==> src/rtl/mul_div_unit_pkg.sv <==
// Shared encodings for the multiply/divide unit.
// Op codes, FSM states and the operand magnitude helper.
package mul_div_unit_pkg;

  localparam int MDU_OP_LENGTH  = 3;
  localparam int MDU_DIV_CYCLES = 33;

  localparam logic [MDU_OP_LENGTH-1:0] MDU_OP_NONE  = 3'd0;
  localparam logic [MDU_OP_LENGTH-1:0] MDU_OP_MULT  = 3'd1;
  localparam logic [MDU_OP_LENGTH-1:0] MDU_OP_MULTU = 3'd2;
  localparam logic [MDU_OP_LENGTH-1:0] MDU_OP_DIV   = 3'd3;
  localparam logic [MDU_OP_LENGTH-1:0] MDU_OP_DIVU  = 3'd4;
  localparam logic [MDU_OP_LENGTH-1:0] MDU_OP_MTHI  = 3'd5;
  localparam logic [MDU_OP_LENGTH-1:0] MDU_OP_MTLO  = 3'd6;

  typedef enum logic [1:0] {
    S_IDLE,
    S_MUL,
    S_DIV,
    S_FIX
  } mdu_state_e;

  function automatic logic [31:0] mag32(
    input logic [31:0] v,
    input logic        sgn
  );
    return (sgn && v[31]) ? (32'd0 - v) : v;
  endfunction

endpackage

==> src/rtl/mul_div_unit_div_core.sv <==
// Restoring divider on unsigned magnitudes.
// One quotient bit per cycle, MSB first, 32 iterations.
module mdu_div_core (
  input  logic        clk,
  input  logic        rst,
  input  logic        start,
  input  logic        flush,
  input  logic [31:0] dividend,
  input  logic [31:0] divisor,
  output logic        last,
  output logic [31:0] quo,
  output logic [31:0] rem
);

  logic [31:0] quo_q, quo_d;
  logic [31:0] rem_q, rem_d;
  logic [31:0] dvs_q, dvs_d;
  logic [4:0]  cnt_q, cnt_d;
  logic        run_q, run_d;
  logic [32:0] rem_t;
  logic [32:0] diff;

  // Load operands or perform one shift/subtract step.
  always_comb begin
    quo_d = quo_q;
    rem_d = rem_q;
    dvs_d = dvs_q;
    cnt_d = cnt_q;
    run_d = run_q;
    rem_t = {rem_q, quo_q[31]};
    diff  = rem_t - {1'b0, dvs_q};
    if (flush) begin
      run_d = 1'b0;
    end else if (start) begin
      quo_d = dividend;
      rem_d = 32'd0;
      dvs_d = divisor;
      cnt_d = 5'd31;
      run_d = 1'b1;
    end else if (run_q) begin
      if (!diff[32]) begin
        rem_d = diff[31:0];
        quo_d = {quo_q[30:0], 1'b1};
      end else begin
        rem_d = rem_t[31:0];
        quo_d = {quo_q[30:0], 1'b0};
      end
      cnt_d = cnt_q - 5'd1;
      if (cnt_q == 5'd0) run_d = 1'b0;
    end
  end

  // Datapath registers.
  always_ff @(posedge clk or negedge rst) begin
    if (!rst) begin
      quo_q <= '0;
      rem_q <= '0;
      dvs_q <= '0;
      cnt_q <= '0;
      run_q <= 1'b0;
    end else begin
      quo_q <= quo_d;
      rem_q <= rem_d;
      dvs_q <= dvs_d;
      cnt_q <= cnt_d;
      run_q <= run_d;
    end
  end

  assign last = run_q && (cnt_q == 5'd0);
  assign quo  = quo_q;
  assign rem  = rem_q;

endmodule

==> src/rtl/mul_div_unit.sv <==
// EXE-stage multiply/divide unit owning HI/LO.
// FSM, sign fix-up and multiply path; divide iterations in mdu_div_core.
module mul_div_unit
  import mul_div_unit_pkg::*;
#(
  parameter int MUL_CYCLES = 2,
  parameter int XLEN       = 32
) (
  input  logic                     clk,
  input  logic                     rst,
  input  logic                     start,
  input  logic [MDU_OP_LENGTH-1:0] op,
  input  logic [XLEN-1:0]          opnd_a,
  input  logic [XLEN-1:0]          opnd_b,
  input  logic                     flush,
  output logic                     busy,
  output logic                     done,
  output logic [XLEN-1:0]          hi,
  output logic [XLEN-1:0]          lo
);

  mdu_state_e  state_q, state_d;
  logic [2:0]  cnt_q, cnt_d;
  logic [31:0] a_q, a_d;
  logic [31:0] b_q, b_d;
  logic        sgn_q, sgn_d;
  logic        negq_q, negq_d;
  logic        negr_q, negr_d;
  logic        dz_q, dz_d;
  logic [31:0] hi_q, hi_d;
  logic [31:0] lo_q, lo_d;
  logic        done_q, done_d;

  logic        is_mul, is_div, is_sdiv;
  logic        div_start, div_last;
  logic [31:0] div_quo, div_rem;
  logic [63:0] ext_a, ext_b, prod;

  assign is_mul  = (op == MDU_OP_MULT) || (op == MDU_OP_MULTU);
  assign is_sdiv = (op == MDU_OP_DIV);
  assign is_div  = is_sdiv || (op == MDU_OP_DIVU);

  assign ext_a = {{32{sgn_q & a_q[31]}}, a_q};
  assign ext_b = {{32{sgn_q & b_q[31]}}, b_q};
  assign prod  = ext_a * ext_b;

  // Next-state, operand capture and HI/LO update.
  always_comb begin
    state_d   = state_q;
    cnt_d     = cnt_q;
    a_d       = a_q;
    b_d       = b_q;
    sgn_d     = sgn_q;
    negq_d    = negq_q;
    negr_d    = negr_q;
    dz_d      = dz_q;
    hi_d      = hi_q;
    lo_d      = lo_q;
    done_d    = 1'b0;
    div_start = 1'b0;
    if (flush) begin
      state_d = S_IDLE;
    end else begin
      unique case (state_q)
        S_IDLE: begin
          if (start) begin
            unique case (1'b1)
              is_mul: begin
                a_d     = opnd_a;
                b_d     = opnd_b;
                sgn_d   = (op == MDU_OP_MULT);
                cnt_d   = 3'(MUL_CYCLES - 1);
                state_d = S_MUL;
              end
              is_div: begin
                a_d       = opnd_a;
                b_d       = opnd_b;
                sgn_d     = is_sdiv;
                negq_d    = is_sdiv & (opnd_a[31] ^ opnd_b[31]);
                negr_d    = is_sdiv & opnd_a[31];
                dz_d      = (opnd_b == 32'd0);
                div_start = 1'b1;
                state_d   = S_DIV;
              end
              (op == MDU_OP_MTHI): hi_d = opnd_a;
              (op == MDU_OP_MTLO): lo_d = opnd_a;
              default: ;
            endcase
          end
        end
        S_MUL: begin
          if (cnt_q == 3'd0) begin
            {hi_d, lo_d} = prod;
            done_d       = 1'b1;
            state_d      = S_IDLE;
          end else begin
            cnt_d = cnt_q - 3'd1;
          end
        end
        S_DIV: begin
          if (div_last) state_d = S_FIX;
        end
        S_FIX: begin
          if (dz_q) begin
            lo_d = 32'hFFFF_FFFF;
            hi_d = a_q;
          end else begin
            lo_d = negq_q ? (32'd0 - div_quo) : div_quo;
            hi_d = negr_q ? (32'd0 - div_rem) : div_rem;
          end
          done_d  = 1'b1;
          state_d = S_IDLE;
        end
      endcase
    end
  end

  // Architectural and control state.
  always_ff @(posedge clk or negedge rst) begin
    if (!rst) begin
      state_q <= S_IDLE;
      cnt_q   <= '0;
      a_q     <= '0;
      b_q     <= '0;
      sgn_q   <= 1'b0;
      negq_q  <= 1'b0;
      negr_q  <= 1'b0;
      dz_q    <= 1'b0;
      hi_q    <= '0;
      lo_q    <= '0;
      done_q  <= 1'b0;
    end else begin
      state_q <= state_d;
      cnt_q   <= cnt_d;
      a_q     <= a_d;
      b_q     <= b_d;
      sgn_q   <= sgn_d;
      negq_q  <= negq_d;
      negr_q  <= negr_d;
      dz_q    <= dz_d;
      hi_q    <= hi_d;
      lo_q    <= lo_d;
      done_q  <= done_d;
    end
  end

  mdu_div_core u_div (
    .clk      (clk),
    .rst      (rst),
    .start    (div_start),
    .flush    (flush),
    .dividend (mag32(opnd_a, is_sdiv)),
    .divisor  (mag32(opnd_b, is_sdiv)),
    .last     (div_last),
    .quo      (div_quo),
    .rem      (div_rem)
  );

  assign busy = (state_q != S_IDLE);
  assign done = done_q;
  assign hi   = hi_q;
  assign lo   = lo_q;

endmodule

==> config.mk <==
export PLATFORM = sky130hd
export DESIGN_NAME = mul_div_unit
export DESIGN_NICKNAME = d
export VERILOG_FILES = /design/src/rtl/mul_div_unit_pkg.sv /design/src/rtl/mul_div_unit_div_core.sv /design/src/rtl/mul_div_unit.sv
export SDC_FILE = /design/constraint.sdc
export NUM_CORES = 2
export LEC_CHECK = 0
export ABC_AREA = 1
export CAP_MARGIN = 30
export CORE_AREA = 8 8 314 316
export CTS_BUF_LIST = sky130_fd_sc_hd__clkbuf_4
export CTS_CLUSTER_SIZE = 14
export DETAILED_ROUTE_END_ITERATION = 10
export DIE_AREA = 0 0 322 324
export PLACE_DENSITY = 0.77
export SLEW_MARGIN = 20
export SYNTH_ARGS = -nofsm -noshare
export SYNTH_HDL_FRONTEND = slang
export SYNTH_SLANG_ARGS = --single-unit
==> constraint.sdc <==
create_clock -name clk -period 18.5 [get_ports clk]
set_clock_uncertainty 0.15 [all_clocks]
set_input_delay 1.85 -clock clk [delete_from_list [all_inputs] [get_ports clk]]
set_output_delay 1.85 -clock clk [all_outputs]
set_load 0.02 [all_outputs]
==> results.yml <==
timing:
  tns_ns: 0
  hold_viol: 0
  unrepaired_setup_endpoints_after_global_routing: "false"
  final_setup_violation_count: 0
  achievable-frequency_mhz: 117
  layout_worst_path_cycle_share_pct: 46.0
  timing.final.max_slew_violations: 0
  fin_crit_ns: 8.51
  relSlewSlack_pct: 32.3
  holdWs_ns: 0.337
  tightest_slew_ns: 1.02
cts:
  cts.reportedPaths.clkPinSlew_ns: 0.07
  cts_tree: "done"
  max-clock-path-buffers: 3
  postCtsHoldBufs: 0
  number_of_clock_sinks: 240
  tritoncts.num_buffers: 73
  cts_resized: 0
  clkLatencyLatePin_ns: 0.90
  post_cts_setup_buffers: 0
  clock-root-buffer: "clkbuf_4"
  cts_htree_levels: 3
global_routing:
  maximum_number_of_pins_on_one_net_before_global_route_repair: 106
  grt_antenna_before_repair: 4
  gr-total-overflow: 0
  grt_use_total_pct: 35.5
  number_of_global_route_vias_before_repair: 51700
  wire_length_of_the_first_global_routing_pass_um: 287000
placement:
  placement.io_buffers: 136
  placement.cell_area_um2: 57800
  gp_congestion: 1.05
  place_inst: 8468
  hpwl_um: 148000
logic_synthesis:
  netlist_instances: 7343
  yosysWarnings: 0
  synthesized_nets: 8792
  ys_types: 52
  postSynthAreaPerCell_um2: 7.57
  syn_area_um2: 55600
  synth_seq_area_share_pct: 10.8
  postSynthRegisterBits: 240
  synth-async-reset-ratio_pct: 100
  synth_top_flop_cell: "dfrtp_1"
  synth-edff-count: 0
critical_path:
  worstPathMaxFanout: 33
  critical_path_required_ns: 19.11
  cp_data_arrival_time_ns: 9.13
  critPathMaxStageDelay_ns: 0.77
  worst_path_dominant_cell_family: "adder cells"
  cell_count_of_the_worst_reg_to_reg_path: 24
  worstPathCellList: "buf_4, nand2_1, fa_1, inv_1, fa_1, fa_1, inv_1, fa_1, fa_1, inv_1, fa_1, fa_1, inv_1, fa_1, inv_1, ha_1, a21oi_1, o21ai_0, a21oi_1, nand3_1, o21ai_0, nand3_1, nand2_1, inv_1"
  critical_path_class: "register to register"
  crit_path_capture_type: "register"
  critPathBufInv: 7
  worst_r2r_startpoint: "a_q[16]"
  critical-path-top-cell-by-count: "fa_1"
  reg2reg_to: "lo[29]"
  worst_path_max_delay_cell: "o21ai_0"
  critPathLaunchType: "register"
  worst-r2r-setup-slack_ns: 9.99
detailed_routing:
  drc: 0
  dr.first_iter.drc_count: 4572
  avgViaCountPerCell: 5.65
  avgRoutedWirePerCell_um: 21.0
  dr.pass1.iters: 8
  drt_wl_total_um: 180000
  detailroute.via_count: 48600
  drt.antenna.violating_nets: 0
layout:
  synthToLayoutAreaGrowth_pct: 5.82
  fillers: 8429
  commonest_cells_after_routing_fill_and_taps_aside: "inv_1, nand2_1, fa_1"
  stdcell_count: 8599
  fin_nets: 8729
  layout-drive-gt1-share_pct: 3.51
  regArea_um2: 6010
  multi_input_area_um2: 41100
  stdcell_area_um2: 58800
  final_common_cell: "inv_1"
floorplanning:
  initial_utilization_pct: 59.2
  floorplan.core_area_um2: 93900
  placementRows: 113
  floorplan.die_area_um2: 104000
  die_x_um: 322
  chipHeight_um: 324
  io_pins: 137
min_path:
  worstHoldStart: "u_div.dvs_q[13]"
  holdCritPathClass: "register to register"
  worstHoldEndpoint: "u_div.dvs_q[13]"
  timing.hold.worst_path_depth: 2
flow_run:
  maxCapViolCount: 0
outcome:
  run_status: "finished, final reports clean"
==> per-layer routing <==
metal	GRT usage (%)	wire length, µm	up-vias
li1	-	-	21400
met1	45.8	67900	23900
met2	57.6	84100	2661
met3	7.15	18300	626
met4	17.1	9940	2
met5	0	13	-
==> stage by stage <==
stage | utilization, % | setup slack [ns]
3_3_place_gp | 61.6 | 9.60
2_1_floorplan | - | 10.76
3_5_place_dp | 61.6 | 10.02
6_report | 62.7 | 9.99
4_1_cts | 62.6 | 10.04
5_1_grt | 62.7 | 9.46
==> worst reg2reg max path, delay by kind of cell, from the launching register on <==
kind	cells	cell delay, ns
DFF	1	0.35
buffers and inverters	7	0.80
adders and majority gates	9	4.51
AOI/OAI and AO/OA	4	1.51
and+or+nand+nor	4	1.07
==> synthesized netlist by cell type, types with 8 or more instances <==
library cell	instances	area, µm²
a211oi_1	12	90.1
a21o_1	8	60.1
a21oi_1	258	1290
a31oi_1	35	219
buf_1	9	33.8
buf_2	22	110
clkbuf_1	331	1240
dfrtp_1	240	6010
fa_1	1126	22500
ha_1	252	3150
inv_1	1880	7060
inv_2	10	37.5
nand2_1	1781	6690
nand3_1	259	1300
nand3b_1	12	90.1
nand4_1	35	219
nor2_1	446	1670
nor3_1	56	280
nor4_1	12	75.1
o211ai_1	12	90.1
o21ai_0	322	1610
o21ai_1	30	150
o21bai_1	13	97.6
o221ai_1	16	140
or2_2	26	163
xnor2_1	26	228
xor2_1	53	464
==> cells by family (layout without fill, tap and decap cells) <==
kind of cell    after synthesis  in the layout  share of synthesized area, %
mux                           1              1                        0.0203
other cells                   0              4                             0
buf+inv                    2255           2242                          15.3
simple gates               2646           2646                          19.1
compound gates              744            744                          7.29
xor+xnor                     79             79                          1.24
flops                       240            240                          10.8
fa+ha+maj                  1378           1378                          46.2
==> worst max path at each step <==
stage | startpoint | endpoint | depth (start not counted) | slack, ns
global route | sgn_q | hi[31] | 31 | 9.46
floorplan | a_q[31] | hi[29] | 30 | 10.76
detailed placement | sgn_q | hi[14] | 25 | 10.02
finish | a_q[16] | lo[29] | 24 | 9.99
global placement | b_q[0] | hi[14] | 24 | 9.60
CTS | sgn_q | hi[14] | 25 | 10.04
==> area by class of cell <==
cell class,instances,share of cell area (%)
clock inverters,24,0.285
multi-input cells,4848,69.9
repair buffers,225,3.56
clock buffers,101,1.29
flip-flops and latches,240,10.2
inverters,1892,12.1
diodes,4,0.0170
well taps,1265,2.69
==> registers in the layout, indices dropped and copies added, names as in the netlist <==
register / cells
a_q: 32
b_q: 32
hi: 32
lo: 32
u_div.dvs_q: 32
u_div.quo: 32
u_div.rem: 32
u_div.cnt_q: 5
cnt_q: 3
state_q: 2
done: 1
dz_q: 1
negq_q: 1
negr_q: 1
sgn_q: 1
u_div.run_q: 1
Power is not shown: default switching activity piles up to over one toggle a cycle in this logic, so the estimate is an artifact.
